File: config.mk
export PLATFORM = sky130hd
export DESIGN_NAME = serial_mag_comp_ctrl
export DESIGN_NICKNAME = d
export VERILOG_FILES = /design/src/rtl/serial_mag_comp_ctrl.sv
export SDC_FILE = /design/constraint.sdc
export NUM_CORES = 1
export LEC_CHECK = 0
export ABC_AREA = 1
export CORE_UTILIZATION = 43
export CTS_CLUSTER_DIAMETER = 80
export DETAILED_ROUTE_END_ITERATION = 16
export DONT_BUFFER_PORTS = 1
export SLEW_MARGIN = 20
export SYNTH_ARGS = -nofsm -noshare
export SYNTH_HDL_FRONTEND = slang
export SYNTH_SLANG_ARGS = --single-unit
File: constraint.sdc
create_clock -name clk -period 1.6 [get_ports clk]
set_input_delay 0.48 -clock clk [delete_from_list [all_inputs] [get_ports clk]]
set_output_delay 0.48 -clock clk [all_outputs]
set_load 0.01 [all_outputs]
File: src/rtl/serial_mag_comp_ctrl.sv
// serial_mag_comp_ctrl: bit-serial unsigned magnitude comparator controller.
// Captures two WIDTH-bit operands on an accepted start. It then walks them MSB first
// through a 1-bit compare slice, one bit per enabled clock, and reports gt/lt/eq with
// a one-cycle done pulse.
// Build option: define EARLY_EXIT_EN to end the compare on the first mismatching bit.
// Without it the compare always takes WIDTH cycles. The result is the same either way.
//
// state | meaning
// IDLE  | waiting for start with en=1
// CMP   | one operand bit compared per enabled clock
// DONE  | result published, done pulse high for one enabled cycle
module serial_mag_comp_ctrl #(
    parameter int WIDTH = 8
) (
    input  logic             clk,
    input  logic             rst,
    input  logic             en,
    input  logic             start,
    input  logic [WIDTH-1:0] a,
    input  logic [WIDTH-1:0] b,
    output logic             busy,
    output logic             done,
    output logic             gt,
    output logic             lt,
    output logic             eq
);

    localparam int CNT_W = (WIDTH > 1) ? $clog2(WIDTH) : 1;

    typedef enum logic [1:0] {
        IDLE = 2'd0,
        CMP  = 2'd1,
        DONE = 2'd2
    } state_t;

    state_t           state;
    logic [WIDTH-1:0] sa;
    logic [WIDTH-1:0] sb;
    logic [CNT_W-1:0] cnt;
    logic             decided;
    logic             res_gt;
    logic             res_lt;

    logic slice_x;
    logic slice_y;
    logic slice_z;
    logic mismatch;
    logic finish;
    logic next_gt;
    logic next_lt;

    // Bit slice on the current MSBs, plus the first-mismatch-wins result and the end-of-compare decision.
    always_comb begin
        slice_x  = ~sa[WIDTH-1] & sb[WIDTH-1];
        slice_y  = sa[WIDTH-1] & ~sb[WIDTH-1];
        slice_z  = ~(sa[WIDTH-1] ^ sb[WIDTH-1]);
        mismatch = ~decided & ~slice_z;
        next_gt  = decided ? res_gt : slice_y;
        next_lt  = decided ? res_lt : slice_x;
`ifdef EARLY_EXIT_EN
        finish   = (cnt == '0) | mismatch;
`else
        finish   = (cnt == '0);
`endif
    end

    // Controller FSM with registered outputs. When en is low, every register holds its value.
    always_ff @(posedge clk or posedge rst) begin
        if (rst) begin
            state   <= IDLE;
            sa      <= '0;
            sb      <= '0;
            cnt     <= '0;
            decided <= 1'b0;
            res_gt  <= 1'b0;
            res_lt  <= 1'b0;
            busy    <= 1'b0;
            done    <= 1'b0;
            gt      <= 1'b0;
            lt      <= 1'b0;
            eq      <= 1'b0;
        end else if (en) begin
            case (state)
                IDLE: begin
                    if (start) begin
                        sa      <= a;
                        sb      <= b;
                        cnt     <= CNT_W'(WIDTH - 1);
                        decided <= 1'b0;
                        res_gt  <= 1'b0;
                        res_lt  <= 1'b0;
                        gt      <= 1'b0;
                        lt      <= 1'b0;
                        eq      <= 1'b0;
                        busy    <= 1'b1;
                        state   <= CMP;
                    end
                end
                CMP: begin
                    if (mismatch) begin
                        decided <= 1'b1;
                        res_gt  <= slice_y;
                        res_lt  <= slice_x;
                    end
                    if (finish) begin
                        gt    <= next_gt;
                        lt    <= next_lt;
                        eq    <= ~(next_gt | next_lt);
                        done  <= 1'b1;
                        state <= DONE;
                    end else begin
                        sa  <= sa << 1;
                        sb  <= sb << 1;
                        cnt <= cnt - CNT_W'(1);
                    end
                end
                DONE: begin
                    done  <= 1'b0;
                    busy  <= 1'b0;
                    state <= IDLE;
                end
                default: begin
                    state <= IDLE;
                end
            endcase
        end
    end

endmodule
* Word-level counts from Yosys, hierarchy flattened
Cells that the tools add are included.
** Storage, ports and cells
- Register bits after elaboration :: 29
- Output and inout bits :: 5
** Cells by class
- Bitwise gates (word level) :: 9
- Reduce and logical (&&, ||, !) cells :: 11
- Mux-type cells :: 31
- Equality and inequality tests :: 6
- $add $sub $neg :: 1
** Operators by type and width (count)
- two-way mux 8 bit :: 4
- one-hot mux 8 bit (2 select lines) :: 2
- one-hot mux 1 bit (2 select lines) :: 8
- AND reduction 4 bit :: 3
- two-way mux 1 bit :: 11
- AND reduction 3 bit :: 3
- != test 2 bit (second input constant) :: 4
- two-way mux 3 bit :: 2
- one-hot mux 3 bit (2 select lines) :: 1
- nonzero test 2 bit :: 3
- two-way mux 2 bit :: 2
- NOT 1 bit :: 4
- one-hot mux 2 bit (2 select lines) :: 1
- bitwise AND 1 bit :: 3
- zero test 3 bit :: 1
- subtractor 3 x 1 -> 3 bit (second input constant) :: 1
- == test 2 x 1 -> 1 bit (second input constant) :: 1
- == test 2 bit (second input constant) :: 1
- zero test 2 bit :: 1
- OR 1 bit :: 1
- XOR 1 bit :: 1

* Longest topological paths before layout
- Depth in word-level cells :: 7
- Gate-level depth with buffers :: 9
- Mapped depth without buffers :: 9

* Worst setup path after synthesis
Ideal clock, no wire load.
- Path kind :: reg-to-reg
- Start point :: reg cnt[0]
- End point :: reg cnt[0]
- Arrival time :: 1295 ps
- Setup time :: 65 ps
- Path buffers :: 1
- Setup slack :: 240 ps
- Cell stages (with the launch flop) :: 9
- Cells stage by stage :: dfrtp_1 inv_1 ha_1 inv_1 nor2_1 a21oi_2 buf_6 nand3_1 nand2_1
** On the way
- Cells in the longest elaborated chain, start to end :: 3
** RTL lines
- start: declaration :: RTL line 39 : logic [CNT_W-1:0] cnt;
- start signal: assignment :: RTL line 88 : cnt <= CNT_W'(WIDTH - 1);
- start signal: assignment :: RTL line 114 : cnt <= cnt - CNT_W'(1);
- subtractor 3 x 1 -> 3 bit / zero test 3 bit (equally long branches) :: RTL line 114, 63
- two-way mux 3 bit / != test 2 bit (equally long branches)
- one-hot mux 3 bit (2 select lines) / AND reduction 4 bit (equally long branches)
Several ways; a longest one is shown, not always the timed one. The select of a mux whose other input is x is not followed.
A chain may end at the register's enable or synchronous reset.

* Worst setup path in the final report
- Start point :: reg state[0]
- End point :: reg sb[6]
** On the way
- Cells in the longest elaborated chain, start to end :: 3
** RTL lines
- start: declaration :: RTL line 36 : state_t state;
- start signal: assignment :: RTL line 70 : state <= IDLE;
- start signal: assignment :: RTL line 96 : state <= CMP;
- start signal: assignment :: RTL line 110 : state <= DONE;
- == test 2 x 1 -> 1 bit / zero test 2 bit (equally long branches) :: RTL line 83 : case (state)
- != test 2 bit (no source line) / nonzero test 2 bit (equally long branches)
- AND reduction 4 bit (no source line)
- end signal: assignment :: RTL line 113 : sb <= sb << 1;
- end: declaration :: RTL line 38 : logic [WIDTH-1:0] sb;
Several ways; a longest one is shown, not always the timed one.

==> metrics.md <==
| Metric | Value |
|---|---|
| Status | `finished, final reports clean` |
| Pleak | `0.989 nW` |
| VDD IR-drop max | `between 0.0006 and 0.0007 V` |
| Fin crit period | `1.47 ns` |
| Layout area overhead | `9.64%` |
| Setup slack, reg-to-reg | `0.13 ns` |
| Met3 WL | `152 um` |
| Buffers on Ports | `0` |
| GPL Wtd Cong | `0.800` |
| WL/cell | `12.6 um` |
| Drc violations | `0` |
| Initial Utilization | `46.4%` |
| RSZ-0062 raised after global routing | `no` |
| Fin Setup TNS | `0 ns` |
| Antenna violation net count after detailed routing | `0` |
| Sequential area share after synthesis | `45.1%` |
| Avg Synthesized Cell Area | `about 7.2 sq um` |
| Hold WS | `0.0870 ns` |
| Post-route cell area | `1760 sq um` |
| Clock transition at the registers of the reported paths | `0.06 ns` |
| Synth area leader | `dfrtp_1` |
| Worst-skew pair later-pin latency | `0.27 ns` |
| Most common cell in the synthesized netlist | `nand2_1` |
| WL met2 | `roughly 1.8 mm` |
| Slew Limit Fails | `0` |
| Core area | `between 3000 and 4000 sq um` |
| Netlist cell types | `20` |
| I/O pins | `25` |
| Final Setup Violations | `0` |
| Reg-to-reg endpoint | `sb[6]` |
| Setup CP Type | `reg2reg` |
| Nets | `252` |
| Critical Path AT | `1.68 ns` |
| Share of the synthesized area in the top cell type | `45.1%` |
| Height of the die | `63.2 um` |
| Vias/cell | `5.07` |
| Iteration-0 DRC Markers | `67` |
| DR vias | `1389` |
| Cell Area, Synth | `1610 sq um` |
| Syn nets | `246` |
| Initial antenna violation count | `0` |
| Layout Utilization | `50.9%` |
| Post-synthesis async set-or-reset flop share | `100%` |
| Tcrit/Tclk final | `91.7%` |
| Slew margin rel. | `71.2%` |
| Num rows | `21` |
| RR Startpoint | `state[0]` |
| Synth top cells by count | `nand2_1 (112), dfrtp_1 (29), nand3_1 (24)` |
| Max cap viols | `0` |
| Synth top area cells | `dfrtp_1 (45%), nand2_1 (26%), nand3_1 (7.5%)` |
| TritonCTS Buffers | `5` |
| Predominant post-synthesis flop cell | `dfrtp_1` |
| Yosys Warn Count | `0` |
| EDFF count, synth | `0` |
| Chip width | `roughly 63 um` |
| Highest metal used | `met4` |
| Combinational share of power | `43.5%` |
| First drt pass iteration count | `4` |
| Cell count after synthesis | `about 220` |
| Die area | `3990 sq um` |
| Worst slew pin tran | `roughly 0.43 ns` |
| Fraction of layout cells with a size suffix above 1 | `10.5%` |
| WP data required | `1.81 ns` |
| CTS hold repair buffers | `0` |
| Synth Register Bits | `29` |
| H-tree levels | `2` |
| Max FO, Critical Path | `19` |
| Ant diodes | `0` |
| CTS tree | `built` |
| Critical path endpoint category | `register` |
| Switching Power | `1.49 mW` |
| Post-route insts no fill | `274` |
| Root buf cell | `clkbuf_8` |
| Largest net degree at the start of global routing | `20` |
| Worst r2r path cells | `5` |
| Placed insts | `265` |
| Global-route wire length before repair | `5.86 mm` |
| Setup Skew | `around 0.0076 ns` |
| Total GRT Usage | `19.0%` |
| Placed Area | `1640 sq um` |
| Max Fclk | `0.681 GHz` |
| M1 wire length | `approximately 1.5 mm` |
| Worst min-delay path category | `in2async` |
| Detailed placement HPWL | `2.37 mm` |
| Remaining Overflow, GRT | `0` |
| Startpoint Class | `register` |
| Part of the power in registers | `about two fifths` |
| Sw frac | `43.1%` |
| Vias in the first global route | `1333` |
| Clock tree buffer depth | `2` |
| Final Hold Vio Count | `0` |
| TritonCTS sink count | `29` |
| WL final | `3.45 mm` |
| Pint | `around 2.0 mW` |
| Pwr per Cell Area | `1960 nW/um^2` |
| Clock power frac | `17.4%` |
==> routing by layer <==
metal / GRT usage [%] / vias up
met5: 0 / -
met4: 7.67 / 0
met2: 35.2 / 30
met1: 21.2 / 656
li1: - / 698
met3: 3.44 / 5
==> power groups by stage <==
stage | combinational [mW] | clock, mW | sequential, mW
2_1_floorplan | 1.25 | 0 | 1.26
5_1_grt | 1.76 | 0.643 | 1.41
6_report | 1.50 | 0.599 | 1.35
3_3_place_gp | 1.39 | 0 | 1.34
4_1_cts | 1.45 | 0.609 | 1.35
3_5_place_dp | 1.43 | 0 | 1.36
==> registers in the layout, summed over array words and instances (netlist names) <==
name,flops
sa,8
sb,8
cnt,3
state,2
busy,1
decided,1
done,1
eq,1
gt,1
lt,1
res_gt,1
res_lt,1
==> timing repair <==
action	in CTS	in global routing
pin swaps	0	2
cloned	0	1
setup endpoints to repair	19	19
setup buffers	0	1
resized for setup	1	1
endpoints found under the hold margin	0	0
==> per-stage QoR <==
stage,setup slack [ns],power [mW]
2_1_floorplan,0.240,2.52
3_3_place_gp,-0.107,2.72
3_5_place_dp,-0.155,2.79
4_1_cts,0.0876,3.41
5_1_grt,0.000925,3.81
6_report,0.132,3.45
==> critical path, stage by stage, from the launching register on <==
cell	delay, ns
dfrtp_1	0.53
inv_2	0.12
a21oi_1	0.26
buf_4	0.29
nand3_1	0.12
nand2_1	0.08
==> area by class of cell <==
class / count / area (sq um)
clock buffers: 7 / 86.3
fillers: 360 / 1700
inverters: 19 / 71.3
multi-input cells: 166 / 758
flip-flops and latches: 29 / 726
well taps: 46 / 57.6
repair buffers: 7 / 65.1
==> cells in the final DEF (no fill, tap or decap) <==
cell / instances
nor2_1: 8
nand3_1: 24
clkbuf_1: 1
a21oi_1: 2
and2_1: 1
nand2_1: 112
nor2_2: 1
nand2_2: 2
a21oi_4: 1
o21ai_0: 3
inv_2: 3
clkbuf_8: 6
nor2_4: 1
o21ai_2: 1
nor3_1: 1
dfrtp_1: 29
nand4_1: 3
buf_4: 6
ha_1: 4
nand3_2: 1
buf_12: 1
inv_1: 16
nand3_4: 1
==> cells by family after synthesis <==
group | synth area share (%)
AOI/OAI and AO/OA | 2.64
adders and majority gates | 3.11
buffers and inverters | 9.02
DFF | 45.1
and+or+nand+nor | 40.1
==> how the worst max path moves through the flow <==
| stage | startpoint | to | slack [ns] | cells after the start |
|---|---|---|---|---|
| global route | state[0] | sa[4] | 0.0009 | 5 |
| floorplan | cnt[0] | cnt[0] | 0.24 | 8 |
| detailed placement | cnt[0] | sb[6] | -0.15 | 7 |
| CTS | cnt[0] | sb[6] | 0.09 | 7 |
| global placement | cnt[0] | sa[4] | -0.11 | 7 |
| finish | state[0] | sb[6] | 0.13 | 5 |
No activity file was read; power rests on OpenSTA's default activity.
